$ cat src/rtl/uart_fifo_csr.sv
// ---------------------------------------------------------------------------
// uart_fifo_csr
// Wishbone CSR and buffering layer for the user-area UART. It sits between the
// WB slave bus and the uart_receive / uart_transmission engines, and provides:
//   - TX and RX FIFOs (DEPTH entries of DATA_W bits each)
//   - a runtime baud divisor
//   - sticky error flags
//   - a level interrupt driven by thresholds and enables
//
// Ports
//   wb_clk_i, wb_rst_i      clock; synchronous active-high reset
//   wbs_cyc_i/stb_i/we_i    WB cycle, strobe and write enable
//   wbs_sel_i[3:0]          byte selects (honoured by CLKDIV only)
//   wbs_adr_i[31:0]         byte address; window decoded on [31:8]
//   wbs_dat_i[31:0]         write data
//   wbs_ack_o               single-cycle acknowledge
//   wbs_dat_o[31:0]         read data, valid with ack
//   tx_valid, tx_data       TX FIFO head towards the transmitter
//   tx_ready                transmitter takes the head (pop on valid&ready)
//   rx_valid, rx_data       one-cycle pulse carrying a received character
//   rx_frame_err            qualifies rx_valid: stop-bit error
//   tx_busy                 transmitter is shifting
//   clk_div[31:0]           baud divisor to both engines
//   irq                     level interrupt
// ---------------------------------------------------------------------------
module uart_fifo_csr #(
    parameter logic [31:0] BASE_ADDR = 32'h3000_0000,
    parameter int          DATA_W    = 8,
    parameter int          DEPTH     = 16,
    parameter int          CLK_FREQ  = 40000000,
    parameter int          BAUD_RATE = 9600
) (
    input  logic              wb_clk_i,
    input  logic              wb_rst_i,
    input  logic              wbs_cyc_i,
    input  logic              wbs_stb_i,
    input  logic              wbs_we_i,
    input  logic [3:0]        wbs_sel_i,
    input  logic [31:0]       wbs_adr_i,
    input  logic [31:0]       wbs_dat_i,
    output logic              wbs_ack_o,
    output logic [31:0]       wbs_dat_o,
    output logic              tx_valid,
    output logic [DATA_W-1:0] tx_data,
    input  logic              tx_ready,
    input  logic              rx_valid,
    input  logic [DATA_W-1:0] rx_data,
    input  logic              rx_frame_err,
    input  logic              tx_busy,
    output logic [31:0]       clk_div,
    output logic              irq
);

    localparam int AW = $clog2(DEPTH);
    localparam int CW = AW + 1;
    localparam logic [31:0]   DIV_RAW  = 32'(CLK_FREQ / BAUD_RATE);
    localparam logic [31:0]   DIV_RST  = (DIV_RAW == 32'd0) ? 32'd1 : DIV_RAW;
    localparam logic [CW-1:0] FULL_CNT = CW'(DEPTH);
    localparam logic [CW-1:0] PTR_ONE  = CW'(1);

    localparam logic [7:0] OFF_RXDATA = 8'h00;
    localparam logic [7:0] OFF_TXDATA = 8'h04;
    localparam logic [7:0] OFF_STATUS = 8'h08;
    localparam logic [7:0] OFF_CTRL   = 8'h0C;
    localparam logic [7:0] OFF_CLKDIV = 8'h10;

    // Storage and state
    logic [DATA_W-1:0] rx_mem_r [DEPTH];
    logic [DATA_W-1:0] tx_mem_r [DEPTH];
    logic [CW-1:0]     rx_wptr_r, rx_rptr_r, tx_wptr_r, tx_rptr_r;
    logic              ack_r;
    logic [31:0]       dat_r;
    logic              rx_ovr_r, frame_err_r, tx_ovf_r;
    logic [2:0]        irq_en_r;      // [0] rx, [1] tx, [2] err
    logic [7:0]        rx_thresh_r;
    logic [31:0]       clk_div_r;
    logic              irq_r;

    // Bus decode
    logic       req_s, acc_s, wr_s, rd_s;
    logic [7:0] off_s;

    // FIFO status and handshakes
    logic [CW-1:0] rx_count_s, tx_count_s;
    logic          rx_empty_s, rx_full_s, tx_empty_s, tx_full_s;
    logic          rx_pop_s, rx_push_s, rx_drop_s;
    logic          tx_pop_s, tx_push_req_s, tx_push_s, tx_drop_s;
    logic          w1c_s;

    // Register side effects and read data
    logic [31:0] clk_div_next_s;
    logic [31:0] rdata_s;
    logic [7:0]  thresh_eff_s;
    logic        irq_s;

    // An access is taken only when no ack is pending, so a held strobe is
    // acked every other cycle and each side effect fires exactly once.
    assign req_s = wbs_cyc_i & wbs_stb_i & (wbs_adr_i[31:8] == BASE_ADDR[31:8]);
    assign acc_s = req_s & ~ack_r;
    assign wr_s  = acc_s & wbs_we_i;
    assign rd_s  = acc_s & ~wbs_we_i;
    assign off_s = wbs_adr_i[7:0];

    // Pointers carry one extra bit, so full and empty are distinguishable
    // by the count alone.
    assign rx_count_s = rx_wptr_r - rx_rptr_r;
    assign tx_count_s = tx_wptr_r - tx_rptr_r;
    assign rx_empty_s = (rx_count_s == '0);
    assign tx_empty_s = (tx_count_s == '0);
    assign rx_full_s  = (rx_count_s == FULL_CNT);
    assign tx_full_s  = (tx_count_s == FULL_CNT);

    // A pop on a full FIFO frees the slot that a same-cycle push then uses.
    assign rx_pop_s      = rd_s & (off_s == OFF_RXDATA) & ~rx_empty_s;
    assign rx_push_s     = rx_valid & (~rx_full_s | rx_pop_s);
    assign rx_drop_s     = rx_valid & rx_full_s & ~rx_pop_s;

    assign tx_pop_s      = ~tx_empty_s & tx_ready;
    assign tx_push_req_s = wr_s & (off_s == OFF_TXDATA);
    assign tx_push_s     = tx_push_req_s & (~tx_full_s | tx_pop_s);
    assign tx_drop_s     = tx_push_req_s & tx_full_s & ~tx_pop_s;

    assign w1c_s = wr_s & (off_s == OFF_STATUS);

    assign tx_valid  = ~tx_empty_s;
    assign tx_data   = tx_mem_r[tx_rptr_r[AW-1:0]];
    assign wbs_ack_o = ack_r;
    assign wbs_dat_o = dat_r;
    assign clk_div   = clk_div_r;
    assign irq       = irq_r;

    // CLKDIV merge: byte-lane update; a zero divisor is stored as 1.
    always_comb begin
        clk_div_next_s = clk_div_r;
        for (int b = 0; b < 4; b++) begin
            if (wbs_sel_i[b]) begin
                clk_div_next_s[8*b +: 8] = wbs_dat_i[8*b +: 8];
            end else begin
                clk_div_next_s[8*b +: 8] = clk_div_r[8*b +: 8];
            end
        end
        if (clk_div_next_s == 32'd0) begin
            clk_div_next_s = 32'd1;
        end else begin
            clk_div_next_s = clk_div_next_s;
        end
    end

    // Read-data multiplexer.
    always_comb begin
        rdata_s = 32'd0;
        case (off_s)
            OFF_RXDATA: begin
                if (rx_empty_s) begin
                    rdata_s = 32'h8000_0000;
                end else begin
                    rdata_s = 32'(rx_mem_r[rx_rptr_r[AW-1:0]]);
                end
            end
            OFF_STATUS: rdata_s = {8'd0, 8'(tx_count_s), 8'(rx_count_s),
                                   tx_busy, tx_ovf_r, frame_err_r, rx_ovr_r,
                                   tx_full_s, tx_empty_s, rx_full_s, rx_empty_s};
            OFF_CTRL:   rdata_s = {16'd0, rx_thresh_r, 5'd0, irq_en_r};
            OFF_CLKDIV: rdata_s = clk_div_r;
            default:    rdata_s = 32'd0;
        endcase
    end

    // Interrupt condition; a zero threshold behaves like a threshold of 1.
    always_comb begin
        if (rx_thresh_r == 8'd0) begin
            thresh_eff_s = 8'd1;
        end else begin
            thresh_eff_s = rx_thresh_r;
        end
        irq_s = (irq_en_r[0] & (16'(rx_count_s) >= {8'd0, thresh_eff_s}))
              | (irq_en_r[1] & tx_empty_s & ~tx_busy)
              | (irq_en_r[2] & (rx_ovr_r | frame_err_r | tx_ovf_r));
    end

    // FIFO storage writes; the contents need no reset because the pointers define validity.
    always_ff @(posedge wb_clk_i) begin
        if (rx_push_s) begin
            rx_mem_r[rx_wptr_r[AW-1:0]] <= rx_data;
        end
        if (tx_push_s) begin
            tx_mem_r[tx_wptr_r[AW-1:0]] <= wbs_dat_i[DATA_W-1:0];
        end
    end

    // Control state: bus handshake, pointers, sticky flags, CSRs and irq.
    always_ff @(posedge wb_clk_i) begin
        if (wb_rst_i) begin
            ack_r       <= 1'b0;
            dat_r       <= 32'd0;
            rx_wptr_r   <= '0;
            rx_rptr_r   <= '0;
            tx_wptr_r   <= '0;
            tx_rptr_r   <= '0;
            rx_ovr_r    <= 1'b0;
            frame_err_r <= 1'b0;
            tx_ovf_r    <= 1'b0;
            irq_en_r    <= 3'd0;
            rx_thresh_r <= 8'd0;
            clk_div_r   <= DIV_RST;
            irq_r       <= 1'b0;
        end else begin
            ack_r <= acc_s;
            dat_r <= rd_s ? rdata_s : 32'd0;

            if (rx_push_s) rx_wptr_r <= rx_wptr_r + PTR_ONE;
            if (rx_pop_s)  rx_rptr_r <= rx_rptr_r + PTR_ONE;
            if (tx_push_s) tx_wptr_r <= tx_wptr_r + PTR_ONE;
            if (tx_pop_s)  tx_rptr_r <= tx_rptr_r + PTR_ONE;

            // A new event in the same cycle as its W1C keeps the flag set.
            rx_ovr_r    <= rx_drop_s | (rx_ovr_r & ~(w1c_s & wbs_dat_i[4]));
            frame_err_r <= (rx_valid & rx_frame_err)
                         | (frame_err_r & ~(w1c_s & wbs_dat_i[5]));
            tx_ovf_r    <= tx_drop_s | (tx_ovf_r & ~(w1c_s & wbs_dat_i[6]));

            if (wr_s && (off_s == OFF_CTRL)) begin
                irq_en_r    <= wbs_dat_i[2:0];
                rx_thresh_r <= wbs_dat_i[15:8];
            end
            if (wr_s && (off_s == OFF_CLKDIV)) begin
                clk_div_r <= clk_div_next_s;
            end

            irq_r <= irq_s;
        end
    end

endmodule
$ cat config.mk
export PLATFORM = sky130hd
export DESIGN_NAME = uart_fifo_csr
export DESIGN_NICKNAME = d
export VERILOG_FILES = /design/src/rtl/uart_fifo_csr.sv
export SDC_FILE = /design/constraint.sdc
export NUM_CORES = 1
export LEC_CHECK = 0
export BUFFER_PORTS_ARGS = -buffer_cell sky130_fd_sc_hd__buf_4
export CAP_MARGIN = 20
export CORE_MARGIN = 2
export CORE_UTILIZATION = 33
export CTS_CLUSTER_DIAMETER = 200
export DETAILED_ROUTE_END_ITERATION = 16
export SETUP_SLACK_MARGIN = 0.1
export SKIP_LAST_GASP = 1
export SLEW_MARGIN = 25
export SYNTH_ARGS = -nofsm -noshare
export SYNTH_HDL_FRONTEND = slang
export SYNTH_SLANG_ARGS = --single-unit
$ cat constraint.sdc
create_clock -name wb_clk_i -period 3.33 [get_ports wb_clk_i]
set_input_delay 0.1665 -clock wb_clk_i [delete_from_list [all_inputs] [get_ports wb_clk_i]]
set_output_delay 0.1665 -clock wb_clk_i [all_outputs]
set_load 0.1 [all_outputs]
==> results of run 1 <==
## logic make-up (layout without fill, tap and decap cells)
logic type / Yosys count / count (layout) / synth area share
simple gates: 283 / 283 / 0.1013
fa+ha+maj: 25 / 25 / 0.02196
mux: 92 / 92 / 0.1266
xor+xnor: 10 / 10 / 0.006370
buf+inv: 79 / 343 / 0.02263
compound gates: 137 / 137 / 0.06128
flops: 364 / 364 / 0.6598
## power groups by stage
stage | registers, µW | logic (µW) | clock network (µW)
2_1_floorplan | 5000 | 1130 | 0
3_3_place_gp | 5020 | 1630 | 0
3_5_place_dp | 5030 | 1640 | 0
4_1_cts | 4930 | 1740 | 4630
5_1_grt | 4930 | 1880 | 4800
6_report | 4930 | 1780 | 4540
## through the flow
step / std cells / total power (µW)
4_1_cts: 1843 / 11310
3_5_place_dp: 1715 / 6661
3_3_place_gp: 1715 / 6649
6_report: 1846 / 11250
5_1_grt: 1846 / 11610
2_1_floorplan: 990 / 6127
## cells in the mapped netlist, types with 10 or more instances
cell type	number
a21oi_1	62
a22oi_1	14
and2_1	11
and3_1	38
buf_2	11
clkbuf_1	27
dfxtp_1	108
edfxtp_1	256
ha_1	23
inv_1	27
mux2i_1	11
mux4_2	77
nand2_1	89
nand3_1	15
nor2_1	49
nor2b_1	13
nor3_1	14
nor4_1	10
o21ai_0	11
## final cells by class
class	instances	area [µm²]
Timing Repair Buffer	242	1991
Multi-Input combinational cell	547	4786
Sequential cell	364	9857
Clock inverter	24	265.3
Fill cell	4024	25580
Tap cell	592	740.7
Inverter	28	107.6
Clock buffer	49	1087
## timing repair
item / CTS / global route
setup buffers: 2 / 3
endpoints found under the hold margin: 290 / 0
gates resized for setup: 4 / 27
endpoints found under the setup margin: 1 / 129
hold buffers: 53 / 0
pin swaps: 1 / 3
gates cloned: 0 / 0
## worst max path at each step
stage,slack [ns],cells after the start,endpoint,from
after floorplan,0.26,11,rx_mem_r[11][0],rx_wptr_r[0]
after global routing,0.09,12,tx_mem_r[3][5],tx_wptr_r[0]
final,0.19,12,tx_mem_r[1][1],tx_wptr_r[0]
after CTS,0.10,12,tx_mem_r[3][5],tx_wptr_r[0]
after detailed placement,0.18,10,tx_mem_r[3][3],tx_wptr_r[0]
after global placement,0.23,10,tx_mem_r[3][1],tx_wptr_r[0]
## registers in the layout, summed over array words and instances (netlist names), 5 cells and up, named ones only
signal	count
rx_rptr_r	5
rx_mem_r	128
rx_thresh_r	8
tx_mem_r	128
wbs_dat_o	32
tx_rptr_r	5
rx_wptr_r	5
clk_div	32
tx_wptr_r	5
## layer usage
metal / up-vias / share of wire
met1: 4846 / 0.40
met3: 83 / 0.063
met4: 0 / 0.036
met5: - / 0
met2: 307 / 0.50
li1: 4309 / -
## worst register-to-register path: stages (launching register included)
cell and delay [ns]:
dfxtp_4 0.36, inv_4 0.06, ha_2 0.17, inv_1 0.05
fa_2 0.36, xor2_2 0.17, nor3_2 0.21, or4b_4 0.49
buf_4 0.17, a211oi_4 0.25, nor2_2 0.06, buf_4 0.20
and3_2 0.32
==> results by group, run 1 <==
Flow run
  – Max_cap viols: 0

Clocking
  – H-tree depth: 2
  – CTS Buffer Depth: 3
  – Clk sinks: 364
  – Clk root buf: clkbuf_16
  – Clk_lat worst skew: 0.56 ns
  – CTS tree: done
  – Number of CTS-inserted buffers: 40
  – Worst-path clk slew: 0.06 ns

Power and ir drop
  – Flop pwr share: 0.438
  – Comb power frac: 0.158
  – Leakage: 0.006458 µW
  – Clock power share: 0.404
  – Switch share: 0.2591
  – VDD IR max: 587.0 µV
  – Internal Pwr Total: 8335 µW
  – NetSw: 2914 µW
  – PD cells: 597.3 mW/mm²

Detailed routing
  – Drt pass-1 iters: 5
  – WL/cell: 21.98 µm
  – Post-route ant nets: 0
  – Post-DR vias/cell: 5.171
  – DRT Wirelength: 40,580 µm
  – Number of DRC markers in iteration 0: 798
  – # DRC: 0
  – Vias post-DR: 9,545

Timing
  – Worst slew margin relative to its limit: 0.4019
  – Final hold vios: 0
  – Worst-margin pin slew: 0.8878 ns
  – Unrepaired setup endpoints after global routing: yes
  – Fin crit share: 0.9427
  – Minimum setup slack in the final design: 0.1907 ns
  – Pins Over Slew Limit: 0
  – Setup TNS: 0 ns
  – Final Critical Period: 3.139 ns
  – Fmax: 0.3185 GHz
  – Setup-failing EPs final: 0
  – Final hold slack: 0.04039 ns
  – Clock Skew: 0.01349 ns

Floorplanning
  – Die Ht: 216.7 µm
  – Starting density of the core: 0.3361
  – # IOs: 160
  – Core box area: 0.04441 mm²
  – Die area: 0.04695 mm²
  – Die Wd: 216.7 µm
  – Cell Rows: 77

Synth
  – Number of flops mapped to enable cells by yosys: 256
  – Syn Inst Count: 990
  – Netlist cell types: 71
  – Synth area leader: edfxtp_1
  – Post-synth ARST share: 0
  – Mapped Avg Cell Area: 15.08 µm²
  – Top cells by area, synth: edfxtp_1 (52%), dfxtp_1 (14%), mux4_2 (12%), nand2_1 (2.2%), a21oi_1 (2.1%)
  – Mapped Nets: 1,100
  – Register area share after synthesis: 0.6598
  – Share of the synthesized area in the top cell type: 0.5150
  – Yosys warnings: 0
  – Seq cells post-synth: 364
  – Mapped cell area: 0.01493 mm²
  – Prevailing post-synth register cell: edfxtp_1

Global routing
  – Grt total ovfl: 0
  – Total track usage: 0.1721
  – First-pass GRT wire length: 60,490 µm
  – Initial antenna violation count: 0
  – Largest net degree at the start of global routing: 41
  – Met3 usage: 0.04028
  – Met1 Use GR: 0.2150
  – Vias in the first global route: 9,728
  – GR Util met2: 0.2899
  – Busiest layer in global routing: met2

Min path
  – Hold Path Cell Cnt: 3
  – Worst hold endpoint: wbs_dat_o[2]
  – Hold wc startpoint: wbs_adr_i[2]
  – Hold Crit Class: in -> reg

Critical path
  – Max incr delay on CP: 0.49 ns
  – R2R cell count: 12
  – Critical path endpoint category: flop
  – Cell Chain, Critical Path: inv_4 -> ha_2 -> inv_1 -> fa_2 -> xor2_2 -> nor3_2 -> or4b_4 -> buf_4 -> a211oi_4 -> nor2_2 -> buf_4 -> and3_2
  – Crit path kind: reg -> reg
  – Reg2Reg Setup Slack: 0.19 ns
  – RR Endpoint: tx_mem_r[1][1]
  – Startpoint class of the critical path: flop
  – CP required: 3.63 ns
  – Crit path buffers/inverters: 4
  – CP top delay family: simple AND/OR/NAND/NOR gates
  – Most common cell on crit path: buf_4
  – Reg2reg start: tx_wptr_r[0]
  – CP arrival: 3.44 ns
  – Crit path max-delay cell type: or4b_4
  – Crit-path max FO: 16

Place
  – Post-DP HPWL: 27,930 µm
  – Post-place setup slack: 0.1807 ns
  – I/O Buffers: 159
  – Post-DP Area: 0.01685 mm²
  – Routability cong.: 0.8314

Final layout
  – Share of cells above drive strength 1: 0.3006
  – Finished Cell Area: 0.01883 mm²
  – Ant. Diodes: 0
  – Synthesis-to-finish area growth: 26.18%
  – Commonest cells after routing, fill and taps aside: edfxtp_1 (256), buf_4 (185), dfxtp_1 (104)
  – Final Util: 0.4241
  – Most common cell after layout, fill and taps aside: edfxtp_1
  – Final net count: 1,333

Outcome
  – Status: finished, final reports clean
(Power assumes the default switching activity.)
==> run 2, diff against run 1 <==
==> constraint.sdc (replaced) <==
create_clock -name wb_clk_i -period 2.6 [get_ports wb_clk_i]
set_input_delay 0.13 -clock wb_clk_i [delete_from_list [all_inputs] [get_ports wb_clk_i]]
set_output_delay 0.13 -clock wb_clk_i [all_outputs]
set_load 0.1 [all_outputs]
==> run 2 against run 1 <==
Net effect: the run now ends with negative setup slack left; combinational power grew 71%; cell count rose by 2.8%; clock power up 18%; hold slack better by 0.0092 ns; fmax increased by 8.2%; sequential power increased by 28%; sequential share of layout area is 2.3 points lower; clock-buffer cell count is 2 higher; critical path depth unchanged; critical endpoint is now tx_mem_r[0][5]; largest cell class unchanged.
==> results by group, run 2 (synthesis gave the netlist of run 1 again) <==
Detailed routing
  – WL/cell: 21.69 µm
  – Number of DRC markers in iteration 0: 742
  – Post-DR vias/cell: 5.139
  – Drt pass-1 iters: 5
  – # DRC: 0
  – Post-route ant nets: 0
  – DRT Wirelength: 41,150 µm
  – Vias post-DR: 9,748

Timing
  – Unrepaired setup endpoints after global routing: yes
  – Worst slew margin relative to its limit: 0.3916
  – Pins Over Slew Limit: 0
  – Fmax: 0.3446 GHz
  – Setup-failing EPs final: 145
  – Setup TNS: -38.75 ns
  – Final Critical Period: 2.902 ns
  – Fin crit share: 1.116
  – Minimum setup slack in the final design: -0.3016 ns
  – Final hold vios: 0
  – Worst-margin pin slew: 0.9031 ns
  – Clock Skew: 0.01105 ns

Critical path
  – R2R cell count: 12
  – Crit path buffers/inverters: 4
  – Critical path endpoint category: flop
  – Max incr delay on CP: 0.52 ns
  – Worst setup path startpoint: tx_wptr_r[0]
  – Reg2Reg Setup Slack: -0.30 ns
  – Startpoint class of the critical path: flop
  – Crit path kind: reg -> reg
  – Most common cell on crit path: inv_2
  – Cell Chain, Critical Path: inv_2 -> ha_4 -> inv_2 -> fa_2 -> xor2_2 -> nor3_2 -> or4b_4 -> buf_4 -> a211oi_4 -> nor2_2 -> buf_6 -> and3_4
  – Crit path max-delay cell type: or4b_4
  – Crit-path max FO: 8
  – CP arrival: 3.20 ns
  – CP top delay family: simple AND/OR/NAND/NOR gates
  – Reg2reg start: tx_wptr_r[0]
  – CP required: 2.90 ns
  – RR Endpoint: tx_mem_r[0][5]
  – Critical path depth: 12
  – Worst Setup EP: tx_mem_r[0][5]

Final layout
  – Most common cell after layout, fill and taps aside: edfxtp_1
  – Final net count: 1,387
  – Commonest cells after routing, fill and taps aside: edfxtp_1 (256), buf_4 (211), dfxtp_1 (102)
  – Final Util: 0.4438
  – Ant. Diodes: 0
  – Synthesis-to-finish area growth: 32.05%
  – Share of cells above drive strength 1: 0.3655

Global routing
  – Total track usage: 0.1746
  – Grt total ovfl: 0
  – Largest net degree at the start of global routing: 74
  – Initial antenna violation count: 1
  – Vias in the first global route: 10,050
  – First-pass GRT wire length: 61,540 µm

Place
  – Post-DP HPWL: 28,240 µm
  – Post-place setup slack: -0.2203 ns
  – Routability cong.: 0.8517
  – I/O Buffers: 159

Floorplanning
  – Die Wd: 216.7 µm
  – # IOs: 160
  – Cell Rows: 77
  – Die area: 0.04695 mm²
  – Die Ht: 216.7 µm
  – Core box area: 0.04441 mm²
  – Starting density of the core: 0.3361

Power and ir drop
  – Leakage: 0.006750 µW
  – VDD IR max: 763.6 µV
  – PD cells: 746.7 mW/mm²
  – Pwr Total: 14,720 µW

Clocking
  – Clk root buf: clkbuf_16
  – Clk_lat worst skew: 0.56 ns
  – CTS Buffer Depth: 3
  – Clk sinks: 364
  – Number of CTS-inserted buffers: 39
  – H-tree depth: 2
  – CTS tree: done
  – Worst-path clk slew: 0.06 ns

Flow run
  – Max_cap viols: 0

Min path
  – Hold Crit Class: in -> reg
  – Hold Path Cell Cnt: 5

Outcome
  – Failing checks: negative setup slack
  – Status: finished, violations left
[run 2: repair_timing]
| item | 4_1_cts | 5_1_grt |
|---|---|---|
| hold endpoints to repair | 300 | 0 |
| pin swaps | 15 | 27 |
| endpoints found under the setup margin | 285 | 310 |
| hold buffers | 50 | 0 |
| gates cloned | 3 | 1 |
| setup buffers | 16 | 7 |
| gates resized for setup | 46 | 28 |
[run 2: area by class of cell]
type	count	area (µm²)
Inverter	28	105.1
Clock buffer	51	1062
Multi-Input combinational cell	547	5135
Tap cell	592	740.7
Timing Repair Buffer	297	2653
Sequential cell	364	9859
Clock inverter	18	156.4
Fill cell	3936	24700
[run 2: layer usage]
layer / vias to the layer above / global-route usage / part of all wire
li1: 4421 / - / -
met1: 4946 / 0.2260 / 0.41
met2: 315 / 0.2933 / 0.49
met3: 64 / 0.03481 / 0.067
met4: 2 / 0.05890 / 0.026
met5: - / 0 / 0.00032
[run 2: worst min-delay path: cells and delay by family]
kind                   cells  cell delay, ns
AOI/OAI and AO/OA          1            0.04
buffers and inverters      2            0.24
and+or+nand+nor            2            0.16
[run 2: worst min path at each step]
stage	end	start	slack, ns
finish	wbs_dat_o[31]	wb_rst_i	0.05
global placement	clk_div[12]	wbs_dat_i[12]	0.38
CTS	wbs_dat_o[31]	wbs_adr_i[0]	0.01
detailed placement	clk_div[12]	wbs_dat_i[12]	0.39
global route	wbs_dat_o[31]	wb_rst_i	0.07
floorplan	rx_mem_r[0][0]	rx_data[0]	0.23
[run 2: where the power goes]
group | switching (µW) | total, µW | internal [µW]
Sequential | 50.1 | 6310 | 6260
Clock | 2280 | 5370 | 3080
Combinational | 1540 | 3040 | 1510
Total | 3870 | 14700 | 10900
[run 2: through the flow]
stage	hold slack (ns)	instances	area [µm²]
2_1_floorplan	0.2289	990	15180
3_3_place_gp	0.3832	1753	17380
3_5_place_dp	0.3893	1753	17380
4_1_cts	0.01097	1891	19540
5_1_grt	0.06658	1897	19710
6_report	0.04957	1897	19710
